**src/rtl/fibo_datapath.sv**
```systemverilog
// fibo_datapath: four-entry register file plus single-cycle ALU for the
// Fibonacci sequencer. Holds operands and iteration count, reports whether
// the last committed value was zero, and keeps a sticky ADD-carry flag.
module fibo_datapath #(
    parameter int unsigned SIZE       = 4,
    parameter int unsigned RESULT_REG = 2
) (
    input  logic            CLK,
    input  logic            RST,
    input  logic [2:0]      alu_opcode,
    input  logic [1:0]      rd_addr1,
    input  logic [1:0]      rd_addr2,
    input  logic [1:0]      wrt_addr,
    input  logic            wrt_en,
    input  logic            load_data,
    input  logic [SIZE-1:0] DATA_IN,
    output logic            ZERO_FLAG,
    output logic [SIZE-1:0] RESULT,
    output logic            OVF
);

    typedef enum logic [2:0] {
        OP_PASS = 3'b000,
        OP_ADD  = 3'b001,
        OP_SUB  = 3'b010,
        OP_DEC  = 3'b011,
        OP_INC  = 3'b100,
        OP_CLR  = 3'b101,
        OP_MOV  = 3'b110,
        OP_NOP  = 3'b111
    } alu_op_e;

    localparam logic [1:0] RES_IDX = RESULT_REG[1:0];

    alu_op_e         op;
    logic [SIZE-1:0] opa;
    logic [SIZE-1:0] opb;
    logic [SIZE:0]   sum;
    logic [SIZE-1:0] alu_out;
    logic [SIZE-1:0] wr_data;
    logic            commit;

    logic [SIZE-1:0] regs_q [4];
    logic [SIZE-1:0] regs_d [4];
    logic            zero_flag_q, zero_flag_d;
    logic            ovf_q, ovf_d;

    assign op = alu_op_e'(alu_opcode);

    // Operand fetch and ALU; reads see the pre-write register contents.
    always_comb begin
        opa     = regs_q[rd_addr1];
        opb     = regs_q[rd_addr2];
        sum     = {1'b0, opa} + {1'b0, opb};
        alu_out = '0;
        case (op)
            OP_PASS: alu_out = opa;
            OP_ADD:  alu_out = sum[SIZE-1:0];
            OP_SUB:  alu_out = opa - opb;
            OP_DEC:  alu_out = opa - SIZE'(1);
            OP_INC:  alu_out = opa + SIZE'(1);
            OP_CLR:  alu_out = '0;
            OP_MOV:  alu_out = opb;
            OP_NOP:  alu_out = opa;
            default: alu_out = '0;
        endcase
    end

    // Write-back selection and next-state for registers and flags.
    always_comb begin
        wr_data     = load_data ? DATA_IN : alu_out;
        commit      = wrt_en & (load_data | (op != OP_NOP));
        regs_d      = regs_q;
        zero_flag_d = zero_flag_q;
        ovf_d       = ovf_q;
        if (commit) begin
            regs_d[wrt_addr] = wr_data;
            zero_flag_d      = (wr_data == '0);
            if (load_data)
                ovf_d = 1'b0;
            else if (op == OP_ADD && sum[SIZE])
                ovf_d = 1'b1;
        end
    end

    // State registers with asynchronous clear.
    always_ff @(posedge CLK or posedge RST) begin
        if (RST) begin
            for (int unsigned i = 0; i < 4; i++)
                regs_q[i] <= '0;
            zero_flag_q <= 1'b0;
            ovf_q       <= 1'b0;
        end else begin
            regs_q      <= regs_d;
            zero_flag_q <= zero_flag_d;
            ovf_q       <= ovf_d;
        end
    end

    assign RESULT    = regs_q[RES_IDX];
    assign ZERO_FLAG = zero_flag_q;
    assign OVF       = ovf_q;

endmodule
```
**config.mk**
```make
export PLATFORM = sky130hd
export DESIGN_NAME = fibo_datapath
export DESIGN_NICKNAME = d
export VERILOG_FILES = /design/src/rtl/fibo_datapath.sv
export SDC_FILE = /design/constraint.sdc
export NUM_CORES = 1
export LEC_CHECK = 0
export ABC_AREA = 1
export CORE_AREA = 2 2 101 54
export CTS_CLUSTER_SIZE = 16
export DETAILED_ROUTE_END_ITERATION = 8
export DIE_AREA = 0 0 103 56
export PLACE_DENSITY_LB_ADDON = 0.12
export SETUP_SLACK_MARGIN = 0.15
export SYNTH_ARGS = -nofsm -noshare
export SYNTH_HDL_FRONTEND = slang
export SYNTH_SLANG_ARGS = --single-unit
```
**constraint.sdc**
```tcl
create_clock -name CLK -period 6.8 [get_ports CLK]
set_input_delay 0.68 -clock CLK [delete_from_list [all_inputs] [get_ports CLK]]
set_output_delay 0.68 -clock CLK [all_outputs]
set_load 0.005 [all_outputs]
```
Word level (Yosys, flattened, before mapping)

Cells that the tools add are included.

Output and inout bits: 6
Logic and storage cells: 47
Register bits after elaboration: 18

Reductions and logical operators: 7
Equality and inequality tests: 8
$add $sub $neg: 4
Bitwise gates (word level): 5
$lt $le $gt $ge: 4
Mux-type cells: 13

Operators with widths:

| cell                | number |
|---|---|
| $pmux 4 s7          | 1 |
| $mux 4              | 6 |
| $bmux 4 s2          | 2 |
| $bwmux 16           | 1 |
| $eq 3x3->1 const B  | 4 |
| $ge 3x3->1 const B  | 3 |
| $not 2->3           | 3 |
| $demux 4 s2         | 1 |
| $eq 3x2->1 const B  | 2 |
| $add 4x4->5         | 1 |
| $add 4x1->4 const B | 1 |
| $logic_not 4->1     | 1 |
| $sub 4x1->4 const B | 1 |
| $sub 4x4->4         | 1 |
| $eq 3x1->1 const B  | 1 |
| $logic_not 3->1     | 1 |
| $lt 3x1->1 const B  | 1 |
| $ne 3x3->1 const B  | 1 |
| $logic_and 1x1->1   | 2 |
| $mux 1              | 2 |
| $reduce_and 2->1    | 1 |
| $reduce_bool 2->1   | 1 |
| $reduce_or 2->1     | 1 |
| $and 1x1->1         | 1 |
| $or 1x1->1          | 1 |

Longest topological paths before layout

Gate-level depths: netlist of run 1.

Word-level depth: 8
Mapped depth: 20
Gate-level depth less buffers: 20

Worst setup path before layout of run 1

No wires, ideal clock.

Path type: input -> register
From: in rd_addr2[0]
To: reg zero_flag_q, in the netlist ZERO_FLAG
Stages: 20
Slack: 3.993 ns
Arrival time: 2.691 ns
Cell sequence: buf_6 nand2_1 nand3_1 nand2_2 ha_1 xor2_1 o21ai_0 inv_1 ha_1 a21oi_1 nand2_1 xor2_2 inv_1 nand2_1 nand2_1 nand2_1 nand3_2 nand2_1 nand2_1 nand2_1

Longest elaborated chain between the ends: 8

Ends and longest elaborated chain:

| item                                        | RTL line | RTL |
|---|---|---|
| start: declaration                          | 12       | `input logic [1:0] rd_addr2,` |
| $not 2->3 (not written as such) *           | 53       | `opb = regs_q[rd_addr2];` |
| $bmux 4 s2 *                                | 53       |  |
| $mux 4 (not written as such) * (2 in a row) | 53       |  |
| $sub 4x4->4 or $add 4x4->5 (tied branches)  | 59, 54   |  |
| $pmux 4 s7 *                                | 56       | `case (op)` |
| $mux 4 *                                    | 71       | `wr_data = load_data ? DATA_IN : alu_out;` |
| $logic_not 4->1 *                           | 78       | `zero_flag_d = (wr_data == '0);` |
| end signal: assignment                      | 95       | `zero_flag_q <= zero_flag_d;` |
| end: declaration                            | 45       | `logic zero_flag_q, zero_flag_d;` |

Mark *: on every way between the ends. The rest lies on a longest branch, timed or not. The select of a mux whose other input is x is not followed.
A chain may end at the register's enable or synchronous reset.

Worst setup path after layout of run 1

Same ends and word-level chain as after synthesis.

==> out/metrics.yaml, run 1 <==
dp_cells: 334
startpoint_type: "input pin"
worstSetupPathType: "in -> reg"
r2r_slack_ps: 4110
cpLargestDelayFamily: "simple AND/OR/NAND/NOR gates"
fmax_ghz: 0.284
final-seq-area_um2: 450
fp.coreArea_um2: 4820
cp-endpoint: "ZERO_FLAG"
synth_top_area_share_pct: 27.2
syn_inst: 248
fill_cells: 521
avgSynthCellArea_um2: 6.67
r2r_end: "ZERO_FLAG"
die_w_um: 103
r2r_cells: 18
async_reset_ff_share_pct: 100
clock-sinks: 18
die_h_um: 56
cp_cell_sequence: "clkdlybuf4s50_1 -> inv_1 -> nand2_1 -> nand3_1 -> nand2_2 -> ha_1 -> xor2_1 -> o21ai_0 -> inv_1 -> ha_1 -> a21oi_1 -> nand2_1 -> xor2_2 -> nand3_1 -> nand2_1 -> nand2_1 -> nand3_2 -> nand2_1 -> nand2_1 -> nand2_1"
first_pass_iters: 4
clk_path_buf_depth: 2
rsz0062_at_grt: "false"
drc: 0
yosys.area.top_type: "dfrtp_1"
cts_resized: 0
portBuffers: 22
ys_seq_elements: 18
synth-seq-area-share_pct: 27.2
grt.overflow.total: 0
wl_per_cell_um: 12.7
finalHoldViolations: 0
multiInputGateArea_um2: 1000
num_rows: 18
ys_warn_count: 0
hp-class: "reg -> reg"
slew_violations: 0
initial_utilization_pct: 34.3
ir_drop_mv: 0.110
drive_gt1_share_pct: 12.3
post-cts-setup-buffer-count: 0
crit_slowest_cell: "clkdlybuf4s50_1"
min_period_ps: 3530
setup_viol_count_final: 0
cp-end-kind: "flop"
total_power_mw: 0.449
powerDensity_nw_per_um2: 229
num_io_pins: 23
synth_flop_cell: "dfrtp_1"
antenna_found_initial: 0
worstPathRequired_ps: 6950
setup_tns_ps: 0
clockRootBuffer: "clkbuf_8"
nNetsFinal: 296
reg2reg_from: "RESULT[1]"
clk_pin_slew_ps: 80
num_vias: 1571
utilization_pct: 40.8
whs_ps: 482
grt_use_total_pct: 16.1
vias_per_cell: 4.65
hold_buffers: 0
antennaDiodeCount: 0
crit_start: "rd_addr2[0]"
grt_start_max_net_pins: 19
clock_latency_ps: 250
fin_cells: 338
htreeDepth: 1
status: "completed"
relSlewSlack_pct: 52.3
crit_cells: 20
cap_violations: 0
crit_arrival_ps: 3680
yosysMostFrequentCell: "nand2_1"
fin_crit_sh_pct: 51.8
synth_edf_count: 0
gp_congestion: 0.829
mappedNetlistNets: 275
critical_path_peak_fanout: 11
design.die.area_um2: 5770
synth_common_cells: "89 x nand2_1, 32 x inv_1, 21 x nand3_1"
yosys-top-cells-area: "dfrtp_1 27%, nand2_1 20%, inv_1 7.3%"
syn_area_um2: 1650
grt_first_pass_wirelength_mm: 7.33
postRouteAntennaNets: 0
drt_first_iter_violations: 122
path_buf_inv: 3
grt_pass1_vias: 1536
fin_skew_ps: 6.22
tightest_slew_ps: 715
cts_tree: "done"
cpMostUsedCell: "nand2_1"
wirelength_mm: 4.29
p_leak_nw: 0.990
slowest_delay_ps: 590
dp_hpwl_mm: 3.53
synth.distinct_cells: 32
syn2layout_area_growth_pct: 18.8
cts_buffers: 3
-- tightest hold or removal path, stage by stage (launching register included) --
cell and delay, ps:
dfrtp_1 350, nand2_1 50, nand2_1 50
-- final cells by class --
type                            count  share of cell area [%]
Clock buffer                        4                    2.80
Inverter                           39                    7.45
Multi-Input combinational cell    185                    51.1
Sequential cell                    18                    22.9
Tap cell                           70                    4.46
Timing Repair Buffer               22                    11.2
-- report_power, final --
part | switching (mW) | internal (mW) | total (mW)
Sequential | 0.0224 | 0.130 | 0.152
Clock | 0.0375 | 0.0514 | 0.0889
Combinational | 0.119 | 0.0886 | 0.208
Total | 0.179 | 0.270 | 0.449
-- logic make-up (layout without fill, tap and decap cells) --
logic type,Yosys count,in the layout,synth area share (%)
simple gates,145,145,40.2
xor+xnor,3,3,2.04
compound gates,27,27,10.1
buf+inv,45,65,12.0
fa+ha+maj,10,10,8.47
flops,18,18,27.2
-- how the worst min path moves through the flow --
| stage | cells past startpoint | start | endpoint | slack [ps] |
|---|---|---|---|---|
| 6_report | 2 | ZERO_FLAG | ZERO_FLAG | 480 |
| 2_1_floorplan | 2 | regs_q[15] | regs_q[15] | 450 |
| 3_5_place_dp | 2 | ZERO_FLAG | ZERO_FLAG | 460 |
| 3_3_place_gp | 2 | ZERO_FLAG | ZERO_FLAG | 470 |
| 4_1_cts | 2 | ZERO_FLAG | ZERO_FLAG | 490 |
| 5_1_grt | 2 | regs_q[15] | regs_q[15] | 530 |
-- state kept, by name, summed over array words and instances, names as in the netlist --
register,cells
OVF,1
ZERO_FLAG,1
RESULT,4
regs_q,12
-- metrics by stage --
| stage | area, um^2 | setup WS [ps] |
|---|---|---|
| after floorplan | 1650 | 3990 |
| after global placement | 1910 | 3030 |
| after detailed placement | 1910 | 3000 |
| after CTS | 1960 | 3260 |
| after global routing | 1960 | 2920 |
| final | 1960 | 3270 |
-- layer usage --
metal | up-vias | global-route usage, % | wire [um]
met5 | - | 0 | 0
met4 | 0 | 1.69 | 9
met3 | 2 | 3.14 | 185
met2 | 29 | 23.8 | 1790
met1 | 721 | 24.8 | 2300
li1 | 819 | - | -
-- layout by cell type (no fill, tap or decap), drive strengths merged, types with 2 or more instances in the layout --
cell	instances
nand2	97
inv	39
nand3	25
clkdlybuf4s50	22
dfrtp	18
o21ai	16
nor2	11
ha	8
nor3	7
a21oi	5
clkbuf	4
o211ai	2
and2	2
fa	2
xor2	2
Power figures use the tool's default switching activity.
==> run 2, diff against run 1 <==
- clock period: 6.8 -> 3.06 ns (I/O delays scaled with it)
==> run 2 against run 1 <==
Core utilization up 2.1 points. Worst hold slack worse by 28 ps. Final area up 5.2%. Register-to-register slack worse by 3500 ps. Count of clock-buffer cells in the layout unchanged. Sequential cell count unchanged. Critical path depth down 1. Wire length up 0.68%. Die area unchanged. Sequential share of layout area down 1.1 points. Sequential power up 130%. Global-route usage up 0.55 points. Largest cell class unchanged. Highest routed layer unchanged.
==> out/metrics.yaml, run 2 (synthesized netlist as in run 1, its figures left out) <==
status: "completed"
hp-class: "in -> async"
post-cts-setup-buffer-count: 0  # unchanged
p_leak_nw: 1.04  # +5.5%
syn2layout_area_growth_pct: 24.9
num_io_pins: 23  # unchanged
grt_pass1_vias: 1547  # +0.72%
grt.met3_usage_pct: 2.64  # -0.50 points
powerDensity_nw_per_um2: 499  # +120%
slew_violations: 0  # unchanged
first_pass_iters: 4  # unchanged
fmax_ghz: 0.379
fin_crit_sh_pct: 86.2
relSlewSlack_pct: 53.8  # +1.5 points
clockRootBuffer: "clkbuf_8"
grt_use_total_pct: 16.7  # +0.55 points
cts_buffers: 3  # unchanged
min_period_ps: 2640
crit_slowest_cell: "clkdlybuf4s50_1"
whs_ps: 454  # -28.1 ps
vias_per_cell: 4.62  # -0.69%
htreeDepth: 1  # unchanged
startpoint_type: "input pin"
tightest_slew_ps: 693  # -21.7 ps
nNetsFinal: 307  # +3.7%
cts_tree: "done"
worstPathRequired_ps: 3210  # -3740 ps
wl_per_cell_um: 12.4  # -2.5%
top_register: "regs_q"
grt.overflow.total: 0  # unchanged
wirelength_mm: 4.32  # +0.68%
grt_use_met1_pct: 26.3  # +1.5 points
drive_gt1_share_pct: 16.1  # +3.8 points
clock_latency_ps: 250  # about the same
postRouteAntennaNets: 0  # unchanged
gp_congestion: 0.886  # +6.9%
ir_drop_mv: 0.226  # +100%
layout_common_cells: "89 x nand2_1, 32 x inv_1, 21 x nand3_1, 21 x clkdlybuf4s50_1, 18 x dfrtp_1"
fp.coreArea_um2: 4820  # unchanged
largest_reg_flops: 12  # unchanged
utilization_pct: 42.9  # +2.1 points
critical_path_peak_fanout: 5  # -6
pre_cts_ws_ps: -197  # -3200 ps
dp_hpwl_mm: 3.62  # +2.5%
path_buf_inv: 4  # +1
num_rows: 18  # unchanged
num_vias: 1611  # +2.5%
cap_violations: 0  # unchanged
grt.met2_usage_pct: 24.0  # +0.19 points
clk_pin_slew_ps: 70  # about the same
fin_cells: 349  # +3.3%
finalHoldViolations: 0  # unchanged
grt_busiest_layer: "met1"
cp-end-kind: "flop"
worstSetupPathType: "in -> reg"
cpLargestDelayFamily: "buffers and inverters"
setup_viol_count_final: 0  # unchanged
drc: 0  # unchanged
design.die.area_um2: 5770  # unchanged
die_h_um: 56  # unchanged
drt_first_iter_violations: 44  # -64%
initial_utilization_pct: 34.3  # unchanged
cpMostUsedCell: "nand2_1"
cts_resized: 1  # +1
mostFrequentLayoutCell: "nand2_1"
antenna_found_initial: 0  # unchanged
total_power_mw: 1.03  # +130%
portBuffers: 22  # unchanged
slowest_delay_ps: 420  # -170 ps
grt_start_max_net_pins: 19  # unchanged
hold_buffers: 0  # unchanged
rsz0062_at_grt: "false"
cp_cell_sequence: "clkdlybuf4s50_1 -> buf_4 -> nand3_1 -> nand2_2 -> ha_1 -> xor2_1 -> o21ai_1 -> inv_1 -> ha_4 -> a21oi_1 -> nand2_1 -> xor2_2 -> inv_1 -> nand2_1 -> nand2_1 -> nand2_1 -> nand3_4 -> nand3_1 -> nand2_1"
clk_path_buf_depth: 2  # unchanged
dp_cells: 345  # +3.3%
die_w_um: 103  # unchanged
worst_slack_ps: 422  # -2850 ps
antennaDiodeCount: 0  # unchanged
clock-sinks: 18  # unchanged
crit_arrival_ps: 2780  # -900 ps
grt_first_pass_wirelength_mm: 7.60  # +3.7%
fin_skew_ps: 2.61  # -3.60 ps
[run 2: path summary, 6_finish.rpt]
check / start / to / slack [ps] / depth (start not counted)
max: rd_addr2[1] / RESULT[3] / 420 / 19
max reg2reg: RESULT[1] / RESULT[3] / 570 / 18
min in group CLK: ZERO_FLAG / ZERO_FLAG / 480 / 2
min: RST / RESULT[3] / 450 / 2
min reg2reg: ZERO_FLAG / ZERO_FLAG / 480 / 2
max in group asynchronous: RST / OVF / 2160 / 2
[run 2: worst register-to-register path, cell delays in order (launching register included)]
cell	delay (ps)
dfrtp_1	410
nand2_1	80
nand3_1	90
nand2_2	60
ha_1	200
xor2_1	160
o21ai_1	140
inv_1	90
ha_4	230
a21oi_1	150
nand2_1	110
xor2_2	180
inv_1	50
nand2_1	60
nand2_1	40
nand2_1	90
nand3_4	110
nand3_1	100
nand2_1	50
[run 2: cell type report]
type | instances | area [um^2]
Timing Repair Buffer | 33 | 302
Fill cell | 528 | 2750
Multi-Input combinational cell | 185 | 1020
Inverter | 39 | 146
Clock buffer | 4 | 55.1
Sequential cell | 18 | 450
Tap cell | 70 | 87.6
[run 2: per-stage QoR]
| step | TNS, ps | area (um^2) |
|---|---|---|
| final | 0 | 2070 |
| after floorplan | 0 | 1650 |
| after CTS | 0 | 2050 |
| after global placement | -450 | 1990 |
| after detailed placement | -1410 | 1990 |
| after global routing | 0 | 2070 |
[run 2: power breakdown]
group / switching, mW / internal [mW]
Clock: 0.0804 / 0.114
Sequential: 0.0555 / 0.289
Combinational: 0.273 / 0.220
[run 2: routing by layer]
layer	share of wire (%)	up-vias
li1	-	838
met1	54	750
met2	42	21
met3	3.1	2
met4	0.44	0
met5	0	-
==> run 3, diff against run 2 <==
- CORE_AREA: 2 2 101 54 -> 2 2 85 46
- DIE_AREA: 0 0 103 56 -> 0 0 87 48
- GPL_ROUTABILITY_DRIVEN: unset -> 1
==> run 3 against run 2 <==
Sequential cell count unchanged. Via count increased by 3.5%. Wire length is 5.0% lower. Critical path depth fell by 3. Non-clock buffer count decreased by 2. Sequential power is 1% lower. Core utilization grew 17 points. Sequential share of layout area rose by 0.70 points. Worst hold slack got worse by 12 ps. Combinational power down 3%. First-iteration DRC count up 30%. Largest cell class unchanged.
==> out/metrics.yaml, run 3 (synthesized netlist as in run 1, its figures left out) <==
portBuffers: 22  # unchanged
drive_gt1_share_pct: 15.5  # -0.61 points
grt.overflow.total: 0  # unchanged
cap_violations: 0  # unchanged
clockRootBuffer: "clkbuf_8"
fmax_ghz: 0.382  # +0.74%
num_io_pins: 23  # unchanged
relSlewSlack_pct: 53.7  # -0.068 points
fin_cells: 319  # -8.6%
drc: 0  # unchanged
nNetsFinal: 305  # -0.65%
worst_slack_ps: 442  # +19.3 ps
die_w_um: 87  # -16%
dp_hpwl_mm: 3.42  # -5.6%
top_register: "regs_q"
ir_drop_mv: 0.371  # +65%
cts_tree: "done"
rsz0062_at_grt: "false"
drt_first_iter_violations: 57  # +30%
vias_per_cell: 5.23  # +13%
utilization_pct: 59.6  # +17 points
clk_pin_slew_ps: 70  # about the same
wl_per_cell_um: 12.9  # +4.0%
die_h_um: 48  # -14%
fin_skew_ps: 3.77  # +1.15 ps
clk_path_buf_depth: 2  # unchanged
worstPathRequired_ps: 3260  # +50 ps
grt_first_pass_wirelength_mm: 6.89  # -9.3%
first_pass_iters: 4  # unchanged
fill_cells: 313  # -41%
status: "completed"
mostFrequentLayoutCell: "nand2_1"
cp-end-kind: "flop"
slew_violations: 0  # unchanged
crit_arrival_ps: 2820  # +40 ps
powerDensity_nw_per_um2: 508  # +1.6%
pre_cts_ws_ps: -66.6  # +131 ps
tightest_slew_ps: 694  # +1.02 ps
antenna_found_initial: 0  # unchanged
gp_congestion: 0.915  # +3.3%
critical_path_peak_fanout: 6  # +1
fin_crit_sh_pct: 85.6  # -0.63 points
antennaDiodeCount: 0  # unchanged
postRouteAntennaNets: 0  # unchanged
cts_buffers: 3  # unchanged
clock_latency_ps: 260  # about the same
htreeDepth: 1  # unchanged
largest_reg_flops: 12  # unchanged
grt_pass1_vias: 1534  # -0.84%
clock-sinks: 18  # unchanged
layout_common_cells: "89 x nand2_1, 31 x inv_1, 21 x nand3_1, 20 x clkdlybuf4s50_1, 18 x dfrtp_1"
num_rows: 15  # -3
initial_utilization_pct: 49.2  # +15 points
hp-class: "in -> async"
worstSetupPathType: "in -> reg"
finalHoldViolations: 0  # unchanged
startpoint_type: "input pin"
p_leak_nw: 1.05  # +0.61%
dp_cells: 315  # -8.7%
syn2layout_area_growth_pct: 21.0
fp.coreArea_um2: 3360  # -30%
r2r_slack_ps: 500  # -70 ps
design.die.area_um2: 4180  # -28%
min_period_ps: 2620  # -19.3 ps
grt_start_max_net_pins: 19  # unchanged
num_vias: 1667  # +3.5%
grt_use_total_pct: 22.5  # +5.8 points
setup_viol_count_final: 0  # unchanged
wirelength_mm: 4.10  # -5.0%
total_power_mw: 1.02  # -1.5%
[run 3: cell types whose count changed in the layout (fill, tap and decap cells not counted), moves of 2 or more]
cell,delta
dlymetal6s2s_1,+2
o21ai_1,-2
o21ai_0,+2
buf_4,-2
[run 3: path summary, 6_finish.rpt]
kind / startpoint / to / cells past startpoint
worst min register to register: ZERO_FLAG / ZERO_FLAG / 2
worst max-delay path: alu_opcode[1] / regs_q[14] / 16
min in group CLK: ZERO_FLAG / ZERO_FLAG / 2
worst min-delay path: RST / RESULT[2] / 2
worst max register to register: RESULT[1] / regs_q[11] / 18
max in group asynchronous: RST / regs_q[14] / 2
[run 3: layout make-up]
cell class                      count  area, um^2  area share (%)
Inverter                           39         146            7.31
Tap cell                           42        52.6            2.63
Timing Repair Buffer               31         293            14.6
Sequential cell                    18         450            22.5
Multi-Input combinational cell    185        1000            50.2
Clock buffer                        4        55.1            2.75
[run 3: stage by stage]
stage / cell area, um^2 / hold slack (ps) / TNS, ps
2_1_floorplan: 1650 / 245 / 0
3_3_place_gp: 1940 / 467 / 0
3_5_place_dp: 1940 / 472 / -396
4_1_cts: 2000 / 475 / 0
5_1_grt: 2000 / 515 / 0
6_report: 2000 / 442 / 0
[run 3: worst max-delay path, cell delays in order]
cell	delay (ps)
clkdlybuf4s50_1	470
inv_1	170
nand3_4	120
nand2_1	130
inv_1	70
nand2_1	70
ha_1	180
inv_1	60
fa_1	380
xnor2_1	190
nand2_1	80
o211ai_1	110
o21ai_1	100
o21ai_1	230
nand2_1	90
nand2_1	70
[run 3: where the power goes]
part	internal [mW]	leakage [nW]	switching, mW
clock network	0.115	0.0288	0.0862
logic	0.211	0.793	0.265
registers	0.289	0.229	0.0506
[run 3: what timing repair did]
item	in CTS	in global routing
gates resized for setup	0	4
hold endpoints to repair	0	0
endpoints found under the setup margin	0	13
hold buffers	0	0
buffers inserted	0	0
[run 3: metal layers]
metal | share of wire, % | track usage [%]
met1 | 47 | 28.8
met2 | 43 | 37.3
met3 | 7.5 | 4.66
met4 | 2.7 | 11.9
met5 | 0 | 0
